$ cat config.mk
export PLATFORM = sky130hd
export DESIGN_NAME = token_evaluator
export DESIGN_NICKNAME = d
export VERILOG_FILES = /design/src/rtl/token_evaluator.sv
export SDC_FILE = /design/constraint.sdc
export NUM_CORES = 1
export LEC_CHECK = 0
export ABC_AREA = 1
export CAP_MARGIN = 20
export CORE_MARGIN = 4
export CORE_UTILIZATION = 56
export DETAILED_ROUTE_END_ITERATION = 16
export PLACE_DENSITY = 0.81
export SYNTH_ARGS = -nofsm -noshare
export SYNTH_HDL_FRONTEND = slang
export SYNTH_SLANG_ARGS = --single-unit
$ cat constraint.sdc
create_clock -name CLK -period 2.85 [get_ports CLK]
set_clock_uncertainty 0.1 [all_clocks]
set_input_delay 0.285 -clock CLK [delete_from_list [all_inputs] [get_ports CLK]]
set_output_delay 0.285 -clock CLK [all_outputs]
set_load 0.05 [all_outputs]
$ cat src/rtl/token_evaluator.sv
// rtl/token_evaluator.sv - left-to-right NUM (+|- NUM)* EOF evaluator with held result handshake
// Optional signed-overflow tracking: define EVAL_OVF_DETECT_EN.
module token_evaluator #(
    parameter int ACC_W = 16
) (
    input  logic             CLK,
    input  logic             RST,
    input  logic             I_VALID,
    input  logic [15:0]      I_DATA,
    output logic             O_VALID,
    input  logic             O_READY,
    output logic [ACC_W-1:0] O_DATA,
    output logic             ERROR,
    output logic             OVF,
    output logic             BUSY
);

    localparam logic [7:0] TAG_NUM   = 8'h00;
    localparam logic [7:0] TAG_PLUS  = 8'h01;
    localparam logic [7:0] TAG_MINUS = 8'h02;
    localparam logic [7:0] TAG_EOF   = 8'h03;

    typedef enum logic [1:0] {
        EXPECT_NUM,
        EXPECT_OP,
        SKIP,
        DONE
    } state_t;

    state_t             state;
    logic [ACC_W-1:0]   acc;
    logic               pend_sub;

    logic [7:0]         tag;
    logic [ACC_W-1:0]   operand;
    logic [ACC_W-1:0]   next_acc;
    logic               num_step;
    logic               result_load;
    logic               handshake;

    assign tag       = I_DATA[15:8];
    assign operand   = {{(ACC_W-8){1'b0}}, I_DATA[7:0]};
    assign next_acc  = pend_sub ? (acc - operand) : (acc + operand);
    assign num_step  = (state == EXPECT_NUM) && I_VALID && (tag == TAG_NUM);
    // Every EOF outside DONE produces a result (good or error) on the next edge.
    assign result_load = (state != DONE) && I_VALID && (tag == TAG_EOF);
    assign handshake = (state == DONE) && O_READY;

    always_ff @(posedge CLK or negedge RST) begin
        if (!RST) begin
            state    <= EXPECT_NUM;
            acc      <= '0;
            pend_sub <= 1'b0;
            O_VALID  <= 1'b0;
            O_DATA   <= '0;
            ERROR    <= 1'b0;
            BUSY     <= 1'b0;
        end else begin
            case (state)
                EXPECT_NUM: begin
                    if (I_VALID) begin
                        BUSY <= 1'b1;
                        if (tag == TAG_NUM) begin
                            acc   <= next_acc;
                            state <= EXPECT_OP;
                        end else if (tag == TAG_EOF) begin
                            O_VALID <= 1'b1;
                            O_DATA  <= '0;
                            ERROR   <= 1'b1;
                            state   <= DONE;
                        end else begin
                            state <= SKIP;
                        end
                    end
                end
                EXPECT_OP: begin
                    if (I_VALID) begin
                        if (tag == TAG_PLUS || tag == TAG_MINUS) begin
                            pend_sub <= (tag == TAG_MINUS);
                            state    <= EXPECT_NUM;
                        end else if (tag == TAG_EOF) begin
                            O_VALID <= 1'b1;
                            O_DATA  <= acc;
                            ERROR   <= 1'b0;
                            state   <= DONE;
                        end else begin
                            state <= SKIP;
                        end
                    end
                end
                SKIP: begin
                    if (I_VALID && tag == TAG_EOF) begin
                        O_VALID <= 1'b1;
                        O_DATA  <= '0;
                        ERROR   <= 1'b1;
                        state   <= DONE;
                    end
                end
                DONE: begin
                    // Incoming tokens are dropped here, including on the handshake cycle.
                    if (handshake) begin
                        O_VALID  <= 1'b0;
                        acc      <= '0;
                        pend_sub <= 1'b0;
                        BUSY     <= 1'b0;
                        state    <= EXPECT_NUM;
                    end
                end
                default: state <= EXPECT_NUM;
            endcase
        end
    end

`ifdef EVAL_OVF_DETECT_EN
    logic ovf_mark;
    logic ovf_r;
    logic step_ovf;

    // Operand is always non-negative, so only one sign direction can overflow per op.
    assign step_ovf = pend_sub ? (acc[ACC_W-1] & ~next_acc[ACC_W-1])
                               : (~acc[ACC_W-1] & next_acc[ACC_W-1]);

    always_ff @(posedge CLK or negedge RST) begin
        if (!RST) begin
            ovf_mark <= 1'b0;
            ovf_r    <= 1'b0;
        end else if (handshake) begin
            ovf_mark <= 1'b0;
            ovf_r    <= 1'b0;
        end else if (num_step && step_ovf) begin
            ovf_mark <= 1'b1;
        end else if (result_load) begin
            ovf_r <= ovf_mark;
        end
    end

    assign OVF = ovf_r;
`else
    logic unused_ovf;
    assign unused_ovf = num_step ^ result_load;
    assign OVF = 1'b0;
`endif

endmodule
Word-level counts from Yosys, hierarchy flattened
Index checks and enable logic that the tools add are counted.
- add/sub/neg operators: 2
- $mul: 0
- divide/modulo/power cells: 0
- magnitude comparators: 0
- equal/unequal tests: 16
- shift operators: 0
- mux-type cells: 41
- bitwise logic cells: 0
- reduce and logical (&&, ||, !) cells: 14
- operators with widths (kind ; number):
    16-bit two-way mux ; 11
    16-bit one-hot mux with 3 select lines ; 1
    16-bit one-hot mux with 2 select lines ; 1
    1-bit two-way mux ; 17
    16-bit by 8-bit adder with 16-bit output ; 1
    8-bit by 2-bit equality test with 1-bit output (second input constant) ; 2
    2-bit != test (second input constant) ; 8
    16-bit by 8-bit subtractor with 16-bit output ; 1
    2-bit two-way mux ; 6
    4-bit AND reduction ; 3
    8-bit by 1-bit equality test with 1-bit output (second input constant) ; 1
    8-bit logical NOT ; 1
    2-bit one-hot mux with 4 select lines ; 1
    8-bit AND reduction ; 1
    6-bit AND reduction ; 1
    2-bit equality test (second input constant) ; 2
    2-bit by 1-bit != test with 1-bit output (second input constant) ; 2
    1-bit one-hot mux with 2 select lines ; 2
    1-bit one-hot mux with 4 select lines ; 1
    2-bit nonzero test ; 2
    1-bit one-hot mux with 3 select lines ; 1
    3-bit AND reduction ; 1
    3-bit nonzero test ; 1
    2-bit by 1-bit equality test with 1-bit output (second input constant) ; 1
    3 further kinds ; 4
- flip-flop bits (word level): 38
- latch bits: 0
- bits in writable memories: 0
- ROM bits: 0
- input bits: 20
- output and inout port bits: 20
- logic and storage cells: 80
- memories: 0

Depth between registers and ports, before layout
Gate-level depths: netlist of run 1.
- depth in word-level cells: 5
- depth in mapped cells: 18
- mapped depth without buffers: 18

Least setup slack after synthesis of run 1
OpenSTA, ideal clock, no wires.
- kind: input to register
- start point: in I_DATA[4]
- end point: reg acc[14]
- setup time: 117 ps
- data arrival time: 2107 ps
- data required time: 2633 ps
- setup slack: 526 ps
- cell stages on the path: 14
- path buffers: 0
- cell sequence: nor2_1 > nand3_1 > nor4_1 > ha_1 > o21ai_0 > ha_1 > nand2_1 > nand2_1 > nand2_1 > nand2_1 > a21oi_1 > nand3_1 > nand3_1 > nand2_1
- longest elaborated chain between the ends: 5
- elaborated cells between the ends (all ways): 6
- classes of those cells: add/sub: 2; mux: 4
- ends and longest elaborated chain (what ; line ; text):
    start: declaration ; 9 ; input logic [15:0] I_DATA,
    16-bit by 8-bit adder with 16-bit output or 16-bit by 8-bit subtractor with 16-bit output (tied branches) ; 43 ; assign next_acc = pend_sub ? (acc - operand) : (acc + operand);
    16-bit two-way mux (*) ; 43 ;
    16-bit two-way mux (*) ; 63 ; if (tag == TAG_NUM) begin
    16-bit two-way mux (*) ; 61 ; if (I_VALID) begin
    16-bit one-hot mux with 2 select lines (*) ; 59 ; case (state)
    end signal: assignment ; 64 ; acc <= next_acc;
    end: declaration ; 31 ; logic [ACC_W-1:0] acc;
Mark *: on every way between the ends. The rest lies on a longest branch, timed or not. The select of a mux whose other input is x is not followed.
A chain may end at the register's enable or synchronous reset.

Final worst setup path of run 1
Ends and elaborated chain as after synthesis.

==> flow_summary.ini, run 1 <==
[outcome]
status = finished, final reports clean

[synth]
netlist_instances = 483
ys_seq_elements = 38
ys_warn_count = 0
syn_nets = 525
synth_area_um2 = 3130
syn_area_per_cell_um2 = 6.47
yosysUniqueCellTypes = 34
seq_area_frac_synth = 0.304

[drt]
drtIter0Drc = 203
first_pass_iters = 5
wl_per_cell_um = 11.7
drc_errors = 0
via_count = 3051
wirelength_um = 7090
ant_nets = 0
viasPerCell = 5.03

[worst_setup_path]
crit_chain = clkdlybuf4s50_1 -> nor2_1 -> nand3_1 -> nor4_2 -> buf_4 -> ha_1 -> o21ai_2 -> ha_1 -> nand2_1 -> nand2_1 -> nand2_1 -> nand2_1 -> a21oi_1 -> nand3_1 -> nand3_1 -> nand2_1
critical_path_class = input port to flop
end_kind = flop
cp_max_fo = 4
cp.required_ps = 2940
slowest_delay_ps = 420
critical_path_arrival_ps = 2730
crit_slowest_cell = clkdlybuf4s50_1
start_kind = input port
path_common_cell = nand2_1

[place]
place_ws_ps = -229
dp_hpwl_um = 5720
place_area_um2 = 3660
gp_congestion = 0.951
port_buffers = 38

[global_route]
grt_usage = 0.231
grt_pass1_wl_um = 12500
grt_start_max_net_pins = 39
antenna_found_initial = 0
overflow = 0
grt_pass1_vias = 2952

[hold_path]
hp-class = input port to asynchronous set/reset pin

[cts]
h-tree-depth = 2
cts_setup_buffers = 0
clk_latency_ps = 290
cts_tree = yes
cts_made_buffers = 5
clockBufferDepth = 2
clockRootBuffer = clkbuf_8
cts.repair.resized = 0
clk_pin_slew_ps = 80
cts_hold_buf = 0
clock_sinks = 38

[power]
p_int_mw = 1.51
combPwrFrac = 0.627
powerDensity_nw_per_um2 = 798
sw_frac_of_total = 0.500
switching_power_mw = 1.51
p_seq_frac = 0.242
max-vdd-ir-drop_mv = 0.549
power_leakage_nw = 2.22
pwr-share-clk = 0.130

[sta]
max_freq_ghz = 0.378
period_share = 0.928
maxSlewHeadroom = 0.370
finalSetupViolCount = 0
rsz0062_at_grt = false
hold_viol_final = 0
post-route-min-period_ps = 2640
worst_pin_slew_ps = 945
slew_viol_final = 0
layout_setup_ws_ps = 206
whs_ps = 26.5

[cells_and_area]
area_growth_pct = 20.9
nets = 578
drive_gt1_frac = 0.106
insertedDiodeCount = 0
final_area_um2 = 3780

[floorplanning]
die_area_um2 = 6840
die_h_um = 82.7
io_pins = 40
num_rows = 26
core_um2 = 5270
die_x_um = 82.7
start_util = 0.593

[run]
drv_cap = 0
power by group through the flow:
| stage | sequential (mW) | combinational, mW | clock, mW |
|---|---|---|---|
| 3_3_place_gp | 0.731 | 1.82 | 0 |
| 3_5_place_dp | 0.735 | 1.85 | 0 |
| 6_report | 0.731 | 1.89 | 0.393 |
| 4_1_cts | 0.724 | 1.86 | 0.400 |
| 5_1_grt | 0.747 | 2.12 | 0.428 |
| 2_1_floorplan | 0.838 | 1.29 | 0 |
stage by stage:
step           power (mW)  utilization  TNS (ps)  instances
4_1_cts              2.98        0.712         0        607
6_report             3.02        0.717         0        607
2_1_floorplan        2.12            -         0        483
3_5_place_dp         2.58        0.694     -1010        599
5_1_grt              3.30        0.717         0        607
3_3_place_gp         2.55        0.694      -530        599
routing by layer:
layer | vias up | GRT usage | wire length, µm
li1 | 1584 | - | -
met4 | 0 | 0.0605 | 86
met1 | 1362 | 0.303 | 3240
met2 | 95 | 0.393 | 3230
met3 | 10 | 0.0390 | 540
met5 | - | 0 | 0
registers in the layout (all words and copies together), names as in the netlist:
register	count
O_VALID	1
BUSY	1
ERROR	1
O_DATA	16
acc	16
state	2
pend_sub	1
worst paths after layout:
path	startpoint	slack (ps)	endpoint	depth (start not counted)
setup / recovery	I_DATA[4]	210	acc[14]	16
hold / removal	RST	30	state[1]	1
setup reg to reg	pend_sub	340	acc[13]	14
hold reg to reg	O_DATA[1]	370	O_DATA[1]	2
max in group asynchronous	RST	2030	acc[4]	1
min in group CLK	O_DATA[1]	370	O_DATA[1]	2
cells by family after synthesis:
group,after synthesis,synth area share
XOR/XNOR,8,0.0224
AND/OR/NAND/NOR,269,0.375
adder cells (fa/ha/maj),22,0.0905
buffers and inverters,100,0.128
other,1,0.00120
AO/OA/AOI/OAI,45,0.0789
flip-flops,38,0.304
Yosys cell counts (all sizes together):
cell	number	area [µm²]
a21oi	16	80.1
a22oi	2	15.0
a31oi	1	6.26
buf	7	50.1
clkbuf	2	7.51
clkinv	1	3.75
conb	1	3.75
dfrtp	38	951
fa	1	20.0
ha	21	263
inv	90	338
nand2	202	788
nand3	28	155
nand3b	1	7.51
nand4	4	25.0
nor2	27	159
nor3	5	25.0
nor4	1	6.26
o2111ai	1	8.76
o21ai	22	114
o31ai	3	22.5
or2	1	6.26
xnor2	4	35.0
xor2	4	35.0
worst max-delay path, delay by kind of cell:
family          cells  cell delay, ps
compound gates      2             360
fa+ha+maj           2             530
buf+inv             2             570
simple gates       10             980
cells in the final DEF (no fill, tap or decap), types with 5 or more instances in the layout:
cell type and instances:
buf_4 17, nor2_1 18, nand3_1 25, o21ai_1 7, nor2_4 7, a21oi_1 16, nand2_1 194, clkdlybuf4s50_1 37
clkbuf_8 6, nand2_2 6, o21ai_0 13, nor3_1 5, inv_1 85, dfrtp_1 38, ha_1 20, inv_2 5
final cells by class:
class	count	area, µm²
inverters	91	345
multi-input cells	345	1800
repair buffers	55	503
clock inverters	2	12.5
fillers	464	1490
clock buffers	6	82.6
well taps	70	87.6
flip-flops and latches	38	951
No activity file was read; power rests on OpenSTA's default activity.
==> run 2: changes to the inputs <==
==> config.mk (replaced) <==
export PLATFORM = sky130hd
export DESIGN_NAME = token_evaluator
export DESIGN_NICKNAME = d
export VERILOG_FILES = /design/src/rtl/token_evaluator.sv
export SDC_FILE = /design/constraint.sdc
export NUM_CORES = 1
export LEC_CHECK = 0
export CAP_MARGIN = 20
export CORE_MARGIN = 8
export CORE_UTILIZATION = 55
export DETAILED_ROUTE_END_ITERATION = 16
export PLACE_DENSITY = 0.8
export SYNTH_ARGS = -nofsm -noshare
export SYNTH_HDL_FRONTEND = slang
export SYNTH_SLANG_ARGS = --single-unit
==> run 2 against run 1 <==
Compared with the run above: clock power shrank 3%; first-iteration DRC count shrank 29%; global-route usage shrank 3.0 points; fmax shrank 4.3%; sequential share of layout area shrank 0.075 points; critical endpoint is now acc[12].
==> flow_summary.ini, run 2 <==
[drt]
drtIter0Drc = 145
ant_nets = 0
wl_per_cell_um = 15.8
viasPerCell = 5.67
via_count = 2692
wirelength_um = 7520
first_pass_iters = 4
drc_errors = 0

[synth]
synth.area.top_cells = dfrtp_1 33%, ha_1 9.2%, mux2i_1 6.6%
yosys.area.top_type = dfrtp_1
synth_edf_count = 0
seq_area_frac_synth = 0.331
syn_area_per_cell_um2 = 9.00
synth_top_cells_by_count = 38 x dfrtp_1, 38 x nand2_1, 31 x inv_1
syn_nets = 361
synth_area_um2 = 2870
ys_seq_elements = 38
netlist_instances = 319
ys.flop_type = dfrtp_1
yosysUniqueCellTypes = 59
synth_top_area_frac = 0.331
async_flop_share = 1.00
ys_warn_count = 0

[global_route]
grt_pass1_vias = 2708
grt_start_max_net_pins = 39
overflow = 0
antenna_found_initial = 0
grt_usage = 0.201
grt_pass1_wl_um = 12300

[worst_setup_path]
cp_max_fo = 5
r2r-end = acc[9]
critical_path_arrival_ps = 2810
r2r_cells = 10
critPathTopFamily = compound AO/OA/AOI/OAI gates
end_kind = flop
worstReg2RegStart = pend_sub
start_kind = input port
rrSetupSlack_ps = 280
crit_slowest_cell = clkdlybuf4s50_1
slowest_delay_ps = 460
path_common_cell = ha_1
path_buf_inv = 1
critical_path_class = input port to flop
crit_chain = clkdlybuf4s50_1 -> nand2b_1 -> nor2b_2 -> ha_1 -> mux2i_1 -> ha_1 -> a21o_1 -> a31o_4 -> or3_1 -> o211ai_1 -> o311ai_2
cp.required_ps = 2900

[power]
powerDensity_nw_per_um2 = 589
max-vdd-ir-drop_mv = 0.836
p_int_mw = 1.31
power_leakage_nw = 1.90
sw_frac_of_total = 0.415
switching_power_uw = 925
p_seq_frac = 0.301
combPwrFrac = 0.528
pwr-share-clk = 0.171

[hold_path]
hp-class = input port to asynchronous set/reset pin

[floorplanning]
start_util = 0.566
die_h_um = 88.2
core_um2 = 5070
die_x_um = 88.2
die_area_um2 = 7790
num_rows = 26
io_pins = 40

[sta]
slew_viol_final = 0
hold_viol_final = 0
post-route-min-period_ps = 2760
max_freq_ghz = 0.362
finalSetupViolCount = 0
fin_tns_setup_ps = 0
worst_pin_slew_ps = 886
maxSlewHeadroom = 0.409
period_share = 0.969
layout_setup_ws_ps = 88.6

[cells_and_area]
area_growth_pct = 32.1
nFillCells = 359
nets = 446
top_regs = O_DATA: 16 flops, acc: 16 flops, state: 2 flops
insertedDiodeCount = 0
final_common_cell = buf_4
drive_gt1_frac = 0.205
mostFrequentLayoutCells = 50 x buf_4, 38 x dfrtp_1, 38 x nand2_1

[run]
drv_cap = 0

[cts]
clk_pin_slew_ps = 80
clk_latency_ps = 280
clockRootBuffer = clkbuf_8
clock_sinks = 38
clockBufferDepth = 2
h-tree-depth = 2
cts_tree = yes
cts_made_buffers = 5

[outcome]
status = finished, final reports clean

[place]
dp_hpwl_um = 5730
port_buffers = 38
place_ws_ps = -483
gp_congestion = 0.912
run 2: timing repair:
action,in CTS,in global routing
pin swaps,7,6
setup buffers,0,1
hold buffers,0,0
setup endpoints to repair,9,6
gates resized for setup,17,7
run 2: layout make-up:
type,count,area (µm²),share of cell area
Clock inverter,1,5.00,0.00132
Sequential cell,38,951,0.251
Clock buffer,7,86.3,0.0228
Tap cell,70,87.6,0.0231
Multi-Input combinational cell,240,1790,0.471
Inverter,31,116,0.0307
Timing Repair Buffer,88,758,0.200
run 2: how the worst max path moves through the flow:
stage	start	to	slack [ps]	cells past startpoint
finish	I_DATA[6]	acc[12]	90	11
global route	I_DATA[6]	acc[14]	-2	11
CTS	I_DATA[3]	acc[14]	4	12
detailed placement	I_DATA[5]	acc[12]	-480	13
global placement	I_DATA[5]	acc[14]	-360	12
floorplan	I_DATA[2]	acc[14]	60	10
run 2: through the flow:
| step | cell area, µm² | cells | power [mW] | utilization | hold slack [ps] |
|---|---|---|---|---|---|
| finish | 3790 | 475 | 2.23 | 0.747 | 18.1 |
| detailed placement | 3620 | 466 | 1.85 | 0.713 | 356 |
| global route | 3790 | 475 | 2.38 | 0.747 | 87.4 |
| global placement | 3620 | 466 | 1.81 | 0.713 | 336 |
| floorplan | 2870 | 319 | 1.51 | - | -111 |
| CTS | 3750 | 474 | 2.25 | 0.740 | 44.9 |
run 2: per-layer routing:
layer | vias to the layer above | wire length (µm) | GRT usage
li1 | 1323 | - | -
met1 | 1279 | 3290 | 0.240
met2 | 74 | 3730 | 0.347
met3 | 16 | 347 | 0.0344
met4 | 0 | 148 | 0.0814
met5 | - | 0 | 0
run 2: power groups by stage:
stage	sequential, mW	clock, mW	combinational [mW]
final	0.671	0.382	1.18
after global routing	0.682	0.419	1.28
after CTS	0.671	0.396	1.18
after detailed placement	0.681	0	1.17
after global placement	0.678	0	1.13
after floorplan	0.804	0	0.704
run 2: logic make-up (layout without fill, tap and decap cells):
group,after synthesis,in the layout,synth area share
muxes,21,21,0.0741
buffers and inverters,41,127,0.0693
adders and majority gates,22,22,0.0985
xor gates and xnor gates,10,10,0.0305
DFF,38,38,0.331
other,1,1,0.00131
AOI/OAI and AO/OA,86,86,0.216
and+or+nand+nor,100,100,0.179
